**config.mk**
```make
export PLATFORM = sky130hd
export DESIGN_NAME = uart_tx_flat
export DESIGN_NICKNAME = d
export VERILOG_FILES = /design/src/rtl/uart_pkg.sv /design/src/rtl/uart_tx_if.sv /design/src/rtl/uart_tx_baud_gen.sv /design/src/rtl/uart.sv /design/src/flat_wrapper.sv
export SDC_FILE = /design/constraint.sdc
export NUM_CORES = 1
export LEC_CHECK = 0
export BUFFER_PORTS_ARGS = -buffer_cell sky130_fd_sc_hd__buf_2
export CORE_ASPECT_RATIO = 0.5
export CORE_UTILIZATION = 45
export CTS_BUF_LIST = sky130_fd_sc_hd__clkbuf_8
export DETAILED_ROUTE_END_ITERATION = 8
export PLACE_DENSITY = 0.75
export SLEW_MARGIN = 0
export SYNTH_ARGS = -nofsm -noshare
export SYNTH_HDL_FRONTEND = slang
export SYNTH_HIERARCHICAL = 1
export SYNTH_SLANG_ARGS = --single-unit
```
**constraint.sdc**
```tcl
create_clock -name clk -period 2.4 [get_ports clk]
set_input_delay 0.24 -clock clk [delete_from_list [all_inputs] [get_ports clk]]
set_output_delay 0.24 -clock clk [all_outputs]
set_load 0.1 [all_outputs]
```
**src/rtl/uart_pkg.sv**
```systemverilog
// Shared UART definitions: FSM state encoding and default frame/baud
// constants, used by both the transmitter and the receiver.
package uart_pkg;

    typedef enum logic [1:0] {
        IDLE  = 2'd0,
        START = 2'd1,
        DATA  = 2'd2,
        STOP  = 2'd3
    } uart_state_t;

    localparam int DEF_DBIT    = 8;    // data bits per frame
    localparam int DEF_SB_TICK = 16;   // stop length in oversample ticks
    localparam int DEF_DVSR    = 163;  // clk cycles per 16x oversample tick

    // Oversample ticks per start/data bit.
    localparam int TICKS_PER_BIT = 16;

endpackage

```
**src/rtl/uart_tx_if.sv**
```systemverilog
// Transmitter-side bundle: FIFO read port plus serial line and status.
//
// Handshake: the FIFO offers a word whenever fifo_empty is low (valid =
// !fifo_empty, data = fifo_data). The transmitter accepts it by raising
// fifo_rd for exactly one cycle; the FIFO pops on the rising edge that
// ends that cycle. fifo_rd is never raised while fifo_empty is high and
// never on two consecutive cycles.
interface uart_tx_if
    import uart_pkg::*;
#(
    parameter int DBIT = DEF_DBIT
);
    logic            fifo_empty;
    logic [DBIT-1:0] fifo_data;
    logic            fifo_rd;
    logic            tx;
    logic            tx_busy;
    logic            tx_done_tick;
    uart_state_t     dbg_state;

    // Transmitter side.
    modport master (
        input  fifo_empty, fifo_data,
        output fifo_rd, tx, tx_busy, tx_done_tick, dbg_state
    );

    // FIFO / observer side.
    modport slave (
        output fifo_empty, fifo_data,
        input  fifo_rd, tx, tx_busy, tx_done_tick, dbg_state
    );
endinterface

```
**src/rtl/uart_tx_baud_gen.sv**
```systemverilog
// Baud divider: mod-DVSR counter producing one oversample tick every
// DVSR clock cycles, with a synchronous clear to phase-align bit timing.
module baud_gen
    import uart_pkg::*;
#(
    parameter int DVSR = DEF_DVSR
) (
    input  logic clk,
    input  logic reset,
    input  logic clr,
    output logic tick
);
    localparam int W = $clog2(DVSR);

    logic [W-1:0] cnt;

    // Count 0..DVSR-1 and wrap; reset or clear forces phase 0.
    always_ff @(posedge clk) begin
        if (!reset || clr) begin
            cnt <= '0;
        end else if (cnt == W'(DVSR - 1)) begin
            cnt <= '0;
        end else begin
            cnt <= cnt + W'(1);
        end
    end

    assign tick = (cnt == W'(DVSR - 1));

endmodule

```
**src/rtl/uart.sv**
```systemverilog
// UART transmitter: pops words from a FIFO and serialises them as
// start bit, DBIT data bits LSB first, and a SB_TICK-tick stop period.
// Consecutive frames run back to back when the FIFO stays non-empty.
module uart_tx
    import uart_pkg::*;
#(
    parameter int DBIT    = DEF_DBIT,
    parameter int SB_TICK = DEF_SB_TICK,
    parameter int DVSR    = DEF_DVSR
) (
    input  logic      clk,
    input  logic      reset,
    uart_tx_if.master bus
);
    localparam int TW = $clog2((SB_TICK > TICKS_PER_BIT) ? SB_TICK : TICKS_PER_BIT);
    localparam int BW = $clog2(DBIT);

    uart_state_t     state;
    logic [TW-1:0]   tick_cnt;
    logic [BW-1:0]   bit_cnt;
    logic [DBIT-1:0] shreg;
    logic            tx_r;
    logic            rd_r;
    logic            busy_r;
    logic            done_r;
    logic            tick;
    logic            baud_clr;

    // The divider is held at phase 0 in IDLE, so entry to START from IDLE
    // starts a fresh bit period. Entry to START from STOP happens on the
    // tick where the divider wraps to 0 anyway, giving the same alignment.
    assign baud_clr = (state == IDLE);

    baud_gen #(.DVSR(DVSR)) u_baud (
        .clk   (clk),
        .reset (reset),
        .clr   (baud_clr),
        .tick  (tick)
    );

    // Frame sequencer with all outputs registered.
    always_ff @(posedge clk) begin
        if (!reset) begin
            state    <= IDLE;
            tick_cnt <= '0;
            bit_cnt  <= '0;
            shreg    <= '0;
            tx_r     <= 1'b1;
            rd_r     <= 1'b0;
            busy_r   <= 1'b0;
            done_r   <= 1'b0;
        end else begin
            rd_r   <= 1'b0;
            done_r <= 1'b0;
            case (state)
                IDLE: begin
                    tx_r <= 1'b1;
                    if (!bus.fifo_empty) begin
                        rd_r     <= 1'b1;
                        shreg    <= bus.fifo_data;
                        tick_cnt <= '0;
                        tx_r     <= 1'b0;
                        busy_r   <= 1'b1;
                        state    <= START;
                    end else begin
                        busy_r <= 1'b0;
                    end
                end
                START: begin
                    if (tick) begin
                        if (tick_cnt == TW'(TICKS_PER_BIT - 1)) begin
                            tick_cnt <= '0;
                            bit_cnt  <= '0;
                            tx_r     <= shreg[0];
                            state    <= DATA;
                        end else begin
                            tick_cnt <= tick_cnt + TW'(1);
                        end
                    end
                end
                DATA: begin
                    if (tick) begin
                        if (tick_cnt == TW'(TICKS_PER_BIT - 1)) begin
                            tick_cnt <= '0;
                            if (bit_cnt == BW'(DBIT - 1)) begin
                                tx_r  <= 1'b1;
                                state <= STOP;
                            end else begin
                                shreg   <= shreg >> 1;
                                tx_r    <= shreg[1];
                                bit_cnt <= bit_cnt + BW'(1);
                            end
                        end else begin
                            tick_cnt <= tick_cnt + TW'(1);
                        end
                    end
                end
                STOP: begin
                    if (tick) begin
                        if (tick_cnt == TW'(SB_TICK - 1)) begin
                            tick_cnt <= '0;
                            done_r   <= 1'b1;
                            if (!bus.fifo_empty) begin
                                // Chain straight into the next frame.
                                rd_r  <= 1'b1;
                                shreg <= bus.fifo_data;
                                tx_r  <= 1'b0;
                                state <= START;
                            end else begin
                                busy_r <= 1'b0;
                                state  <= IDLE;
                            end
                        end else begin
                            tick_cnt <= tick_cnt + TW'(1);
                        end
                    end
                end
                default: state <= IDLE;
            endcase
        end
    end

    assign bus.tx           = tx_r;
    assign bus.fifo_rd      = rd_r;
    assign bus.tx_busy      = busy_r;
    assign bus.tx_done_tick = done_r;
    assign bus.dbg_state    = state;

endmodule

```
**src/flat_wrapper.sv**
```systemverilog
// flat-port wrapper written by rule: the top's interface ports become plain ports
module uart_tx_flat import uart_pkg::*;
#(
    parameter int DBIT    = DEF_DBIT,
    parameter int SB_TICK = DEF_SB_TICK,
    parameter int DVSR    = DEF_DVSR
)
  (clk, reset, bus_fifo_empty, bus_fifo_data, bus_fifo_rd, bus_tx, bus_tx_busy, bus_tx_done_tick, bus_dbg_state);
  uart_tx_if #(.DBIT(DBIT)) bus_i ();
  input  logic clk;
  input  logic reset;
  input wire logic [$bits(bus_i.fifo_empty)-1:0] bus_fifo_empty;
  input wire logic [$bits(bus_i.fifo_data)-1:0] bus_fifo_data;
  output wire logic [$bits(bus_i.fifo_rd)-1:0] bus_fifo_rd;
  output wire logic [$bits(bus_i.tx)-1:0] bus_tx;
  output wire logic [$bits(bus_i.tx_busy)-1:0] bus_tx_busy;
  output wire logic [$bits(bus_i.tx_done_tick)-1:0] bus_tx_done_tick;
  output wire logic [$bits(bus_i.dbg_state)-1:0] bus_dbg_state;
  assign bus_i.fifo_empty = bus_fifo_empty;
  assign bus_i.fifo_data = bus_fifo_data;
  assign bus_fifo_rd = bus_i.fifo_rd;
  assign bus_tx = bus_i.tx;
  assign bus_tx_busy = bus_i.tx_busy;
  assign bus_tx_done_tick = bus_i.tx_done_tick;
  assign bus_dbg_state = bus_i.dbg_state;
  uart_tx #(.DBIT(DBIT), .SB_TICK(SB_TICK), .DVSR(DVSR)) u_core (.clk(clk), .reset(reset), .bus(bus_i));
endmodule
```
Word level (Yosys, flattened, before mapping)

Cells that the tools add are included.

Register bits: 29
Logic and storage cells: 91

Add/sub/neg operators: 3
Eq/ne operators: 18
Multiplexer cells: 46
Reductions and logical operators: 15

Operators by type and width:

| kind                                                                    | number |
|---|---|
| 8-bit 2-to-1 mux                                                        | 6 |
| 8-bit case mux with 3 select lines                                      | 1 |
| 1-bit 2-to-1 mux                                                        | 17 |
| 2-bit 2-to-1 mux                                                        | 8 |
| 2-bit by 1-bit inequality test with 1-bit output, second input constant | 8 |
| 3-bit 2-to-1 mux                                                        | 5 |
| 4-bit 2-to-1 mux                                                        | 3 |
| 6-bit AND reduction                                                     | 2 |
| 8-bit by 1-bit adder with 8-bit output, second input constant           | 1 |
| 8-bit equality test, second input constant                              | 1 |
| 2-bit inequality test, second input constant                            | 4 |
| 2-bit case mux with 4 select lines                                      | 1 |
| 4-bit case mux with 2 select lines                                      | 1 |
| 8-bit AND reduction                                                     | 1 |
| 7-bit AND reduction                                                     | 1 |
| 3-bit case mux with 2 select lines                                      | 1 |
| 4-bit by 1-bit adder with 4-bit output, second input constant           | 1 |
| 2-bit equality test, second input constant                              | 2 |
| 4-bit equality test, second input constant                              | 1 |
| 1-bit case mux with 2 select lines                                      | 2 |
| 1-bit case mux with 4 select lines                                      | 1 |
| 4-bit AND reduction                                                     | 1 |
| 2-bit nonzero test                                                      | 2 |
| 3-bit by 1-bit adder with 3-bit output, second input constant           | 1 |
| 10 further kinds                                                        | 10 |

Longest topological paths before layout

Depth in word-level cells: 5
Mapped depth: 10
Mapped depth without buffers: 8

Cells and area by module

Netlist, hierarchy kept.

By module, submodules not included:

| module   | instances | cells each | area an instance (µm²) | sequential area each (µm²) |
|---|---|---|---|---|
| uart_tx  | 1         | 136        | 1252.5                 | 420.4 |
| baud_gen | 1         | 41         | 399.1                  | 160.2 |

Worst setup path before layout

Ideal clock, no wire load.

Kind: flip-flop to flip-flop
Start point: register u_core.state[1] (netlist: u_core/bus.dbg_state[1])
End point: register u_core.tick_cnt[0]
Arrival time: 2.163 ns
Data required time: 2.282 ns
Setup slack: 0.118 ns
Stages on the path, launching flop included: 7
Buffers on the path: 0
Period minus slack after synthesis: 2.282 ns
Cells stage by stage: dfxtp_1 inv_1 ha_1 and2_1 o21bai_1 a22oi_1 nor2b_1

RTL lines:

| what                                   | line        | source |
|---|---|---|
| start, declared                        | uart.sv:18  | `uart_state_t state;` |
| start signal, assigned                 | uart.sv:44  | `state <= IDLE;` |
| start signal, assigned                 | uart.sv:64  | `state <= START;` |
| start signal, assigned                 | uart.sv:75  | `state <= DATA;` |
| 2-bit logical NOT (*)                  | n/a         |  |
| via u_core.baud_clr                    | uart.sv:27  | `logic baud_clr;` |
| 2-bit inequality test (no source line) | n/a         |  |
| 2-bit AND reduction (no source line)   | n/a         |  |
| end signal, assigned                   | uart.sv:77  | `tick_cnt <= tick_cnt + TW'(1);` |
| end signal, assigned                   | uart.sv:94  | `tick_cnt <= tick_cnt + TW'(1);` |
| end signal, assigned                   | uart.sv:114 | `tick_cnt <= tick_cnt + TW'(1);` |
| end, declared                          | uart.sv:19  | `logic [TW-1:0] tick_cnt;` |

The timed path passes the listed nets; every way through them passes the cells marked *.
A chain may end at the register's enable or synchronous reset.

Worst setup path in the final report

Start point: register u_core.u_baud.cnt[0]
End point: register u_core.state[0] (netlist: u_core/bus.dbg_state[0])

Cells in the longest elaborated chain, start to end: 3

Ends and longest elaborated chain:

| what                                                              | line                   | source |
|---|---|---|
| start, declared                                                   | uart_tx_baud_gen.sv:15 | `logic [W-1:0] cnt;` |
| start signal, assigned                                            | uart_tx_baud_gen.sv:24 | `cnt <= cnt + W'(1);` |
| 8-bit equality test (*)                                           | uart_tx_baud_gen.sv:28 | `assign tick = (cnt == W'(DVSR - 1));` |
| via u_core.tick                                                   | uart.sv:26             | `logic tick;` |
| 2-bit by 1-bit inequality test with 1-bit output (no source line) | n/a                    |  |
| 8-bit AND reduction (no source line) (*)                          | n/a                    |  |

Marks and branches as above.

==> out/qor.csv <==
metric;value;unit
status;complete, no violations;
1st-iter DRT viols;58;
largest net degree at the start of global routing;32;
io pins;17;
setup violators final;0;
CP max-delay cell;dfxtp_1;
Synth warnings;6;
Leakage;0.733;nW
CP delay by family, top;simple AND/OR/NAND/NOR gates;
worst hold-check path type;in -> reg;
DRC violations left;0;
CTS Sinks;29;
crit path cell chain;inv_1, ha_1, nand4bb_4, nor4_1, buf_4, and4_4, o21bai_4, a221oi_2, o221a_1;
CTS Root Cell;clkbuf_8;
CTS tree;done;
Mapped Nets;199;
largest cells by area after synthesis;dfxtp_1, ha_1, mux2i_1;
core region area;0.00347;mm^2
Setup Total Neg Slack;0;ns
clock skew;0.00616;ns
TritonRoute pass-1 iters;4;
Synth async-reset ratio;0;%
initial antenna violation count;0;
row count;15;
Post-Place Cell Area;0.00174;mm^2
Buf/Inv on CP;2;
routed vias/inst;5.18;
Post-Syn Area;0.00165;mm^2
post-synth top area share;35.2;%
critical path class;reg -> reg;
final net count;215;
clk_lat worst skew;0.28;ns
Vert. Die Dim;44.8;um
Die W;87.7;um
crit path launch type;flop;
worst-path fanout max;9;
diode count;0;
RSZ-0062 raised after global routing;no;
CP Data Arrival Time;2.28;ns
GRT Util Overall;17.8;%
DPL Wire Length;2130;um
Critical Path End Type;flop;
final wirelength;3070;um
# H-tree levels;2;
Seq/Total Area, Yosys;35.2;%
IO Port Bufs;16;
Initial Utilization;47.6;%
vias;1265;
Cell variety after synth;47;
Hold Fails Final Rpt;0;
CTS buffer count;5;
Slew @ Worst Pin;0.657;ns
Routed Antenna Nets;0;
Post-CTS Setup Bufs;0;
Post-synth EDFFs;0;
clock-pin slew on the worst setup and hold paths;0.06;ns
vias in the first global route;1174;
CTS max path bufs;2;
share of post-route cells with drive strength above 1;19.7;%
PD cells;1050;mW/mm^2
post-route minimum period;2.06;ns
Mean Syn Cell Area;9.33;um^2
post-synthesis cell count;177;
Max Cap Viol;0;
Min-Delay Path Depth;2;
R2R depth;9;
post-synth top area cell;dfxtp_1;
Hold-fix buffers, CTS;0;
critical path data required time;2.62;ns
post-route clock period utilization;85.7;%
cts repair resizes;0;
global-route wire length before repair;5080;um
fin. max-slew vios;0;
most numerous cell in the Yosys netlist;dfxtp_1;
main flop type after synthesis;dfxtp_1;
fmax;486;MHz
GRT overflow;0;
slowest cell delay on critical path;0.35;ns
Seq cells post-synth;29;
Area Growth Syn to Fin;10.8;%
commonest cells in the netlist;dfxtp_1, nand2_1, a21oi_1, ha_1, nor2_1;
cell area after layout;0.00183;mm^2
DR WL/cell;12.6;um
Slew Limit Headroom;56.2;%
maximum VDD drop;0.531;mV
area of the die;0.00393;mm^2
Crit. path cell count;9;
placer congestion estimate;0.834;
## registers in the layout, indices dropped and copies added (netlist names)
signal / count
u_core/tick_cnt: 4
u_core/bus.tx_busy: 1
u_core/bit_cnt: 3
u_core/bus.dbg_state: 2
u_core/bus.tx: 1
u_core/u_baud/cnt: 8
u_core/shreg: 8
u_core/bus.tx_done_tick: 1
u_core/bus.fifo_rd: 1
## final cells by class
class	instances	area [um^2]
inverter	9	33.8
clock inverter	1	3.75
multi-input combinational	131	978
sequential	29	581
timing repair buffer	17	87.6
clock buffer	6	82.6
fill	330	1640
tap	51	63.8
## placed cells by master (no fill, tap or decap), types with 2 or more instances in the layout
master,instances
inv_1,10
nand2_1,23
nor2_1,10
o21ai_0,6
mux2_2,7
dfxtp_1,29
buf_2,16
and2_1,3
or3_1,3
nand4_1,2
xor2_1,2
a21boi_0,3
ha_1,11
nor4b_1,2
nand4b_1,2
a21oi_1,11
nand3_1,7
mux2i_1,9
o22ai_1,2
clkbuf_8,6
nor2b_1,4
## report_power, final
group	total [mW]	leakage (nW)	switching (mW)	internal (mW)
combinational	0.890	0.449	0.592	0.299
sequential	0.628	0.236	0.0606	0.568
clock	0.395	0.0485	0.173	0.223
total	1.91	0.733	0.825	1.09
## metrics by stage
stage / util (%) / cells / hold slack (ns) / setup slack [ns] / power [mW]
after global routing: 52.7 / 244 / 0.229 / 0.181 / 2.04
after global placement: 50.2 / 237 / 0.446 / 0.387 / 1.51
final: 52.7 / 244 / 0.228 / 0.342 / 1.91
after floorplan: - / 177 / 0.319 / 0.118 / 1.39
after detailed placement: 50.2 / 237 / 0.452 / 0.355 / 1.53
after CTS: 52.7 / 244 / 0.218 / 0.337 / 1.94
## layer usage
layer  up-vias  track usage (%)  share of wire [%]
met5         -                0                  0
met4         0             7.87                1.0
met3         2             7.13                4.3
met2        21             29.8                 50
met1       587             20.7                 45
li1        655                -                  -
## path summary, 6_finish.rpt
path | startpoint | end | slack [ns]
worst max-delay path | u_core/u_baud/cnt[0] | u_core/bus.dbg_state[0] | 0.34
worst min-delay path | bus_fifo_empty | u_core/bus.tx_busy | 0.23
worst min register to register | u_core/shreg[7] | u_core/shreg[7] | 0.46
worst max register to register | u_core/u_baud/cnt[0] | u_core/bus.dbg_state[0] | 0.34
## logic make-up (layout without fill, tap and decap cells)
| group | count (synthesis) | after routing | share of synthesized area [%] |
|---|---|---|---|
| AOI/OAI and AO/OA | 37 | 37 | 17.9 |
| xor gates and xnor gates | 3 | 3 | 1.59 |
| buffers and inverters | 17 | 33 | 5.61 |
| DFF | 29 | 29 | 35.2 |
| muxes | 16 | 16 | 10.2 |
| adders and majority gates | 11 | 11 | 8.33 |
| and+or+nand+nor | 64 | 64 | 21.2 |
(Power assumes the default switching activity.)
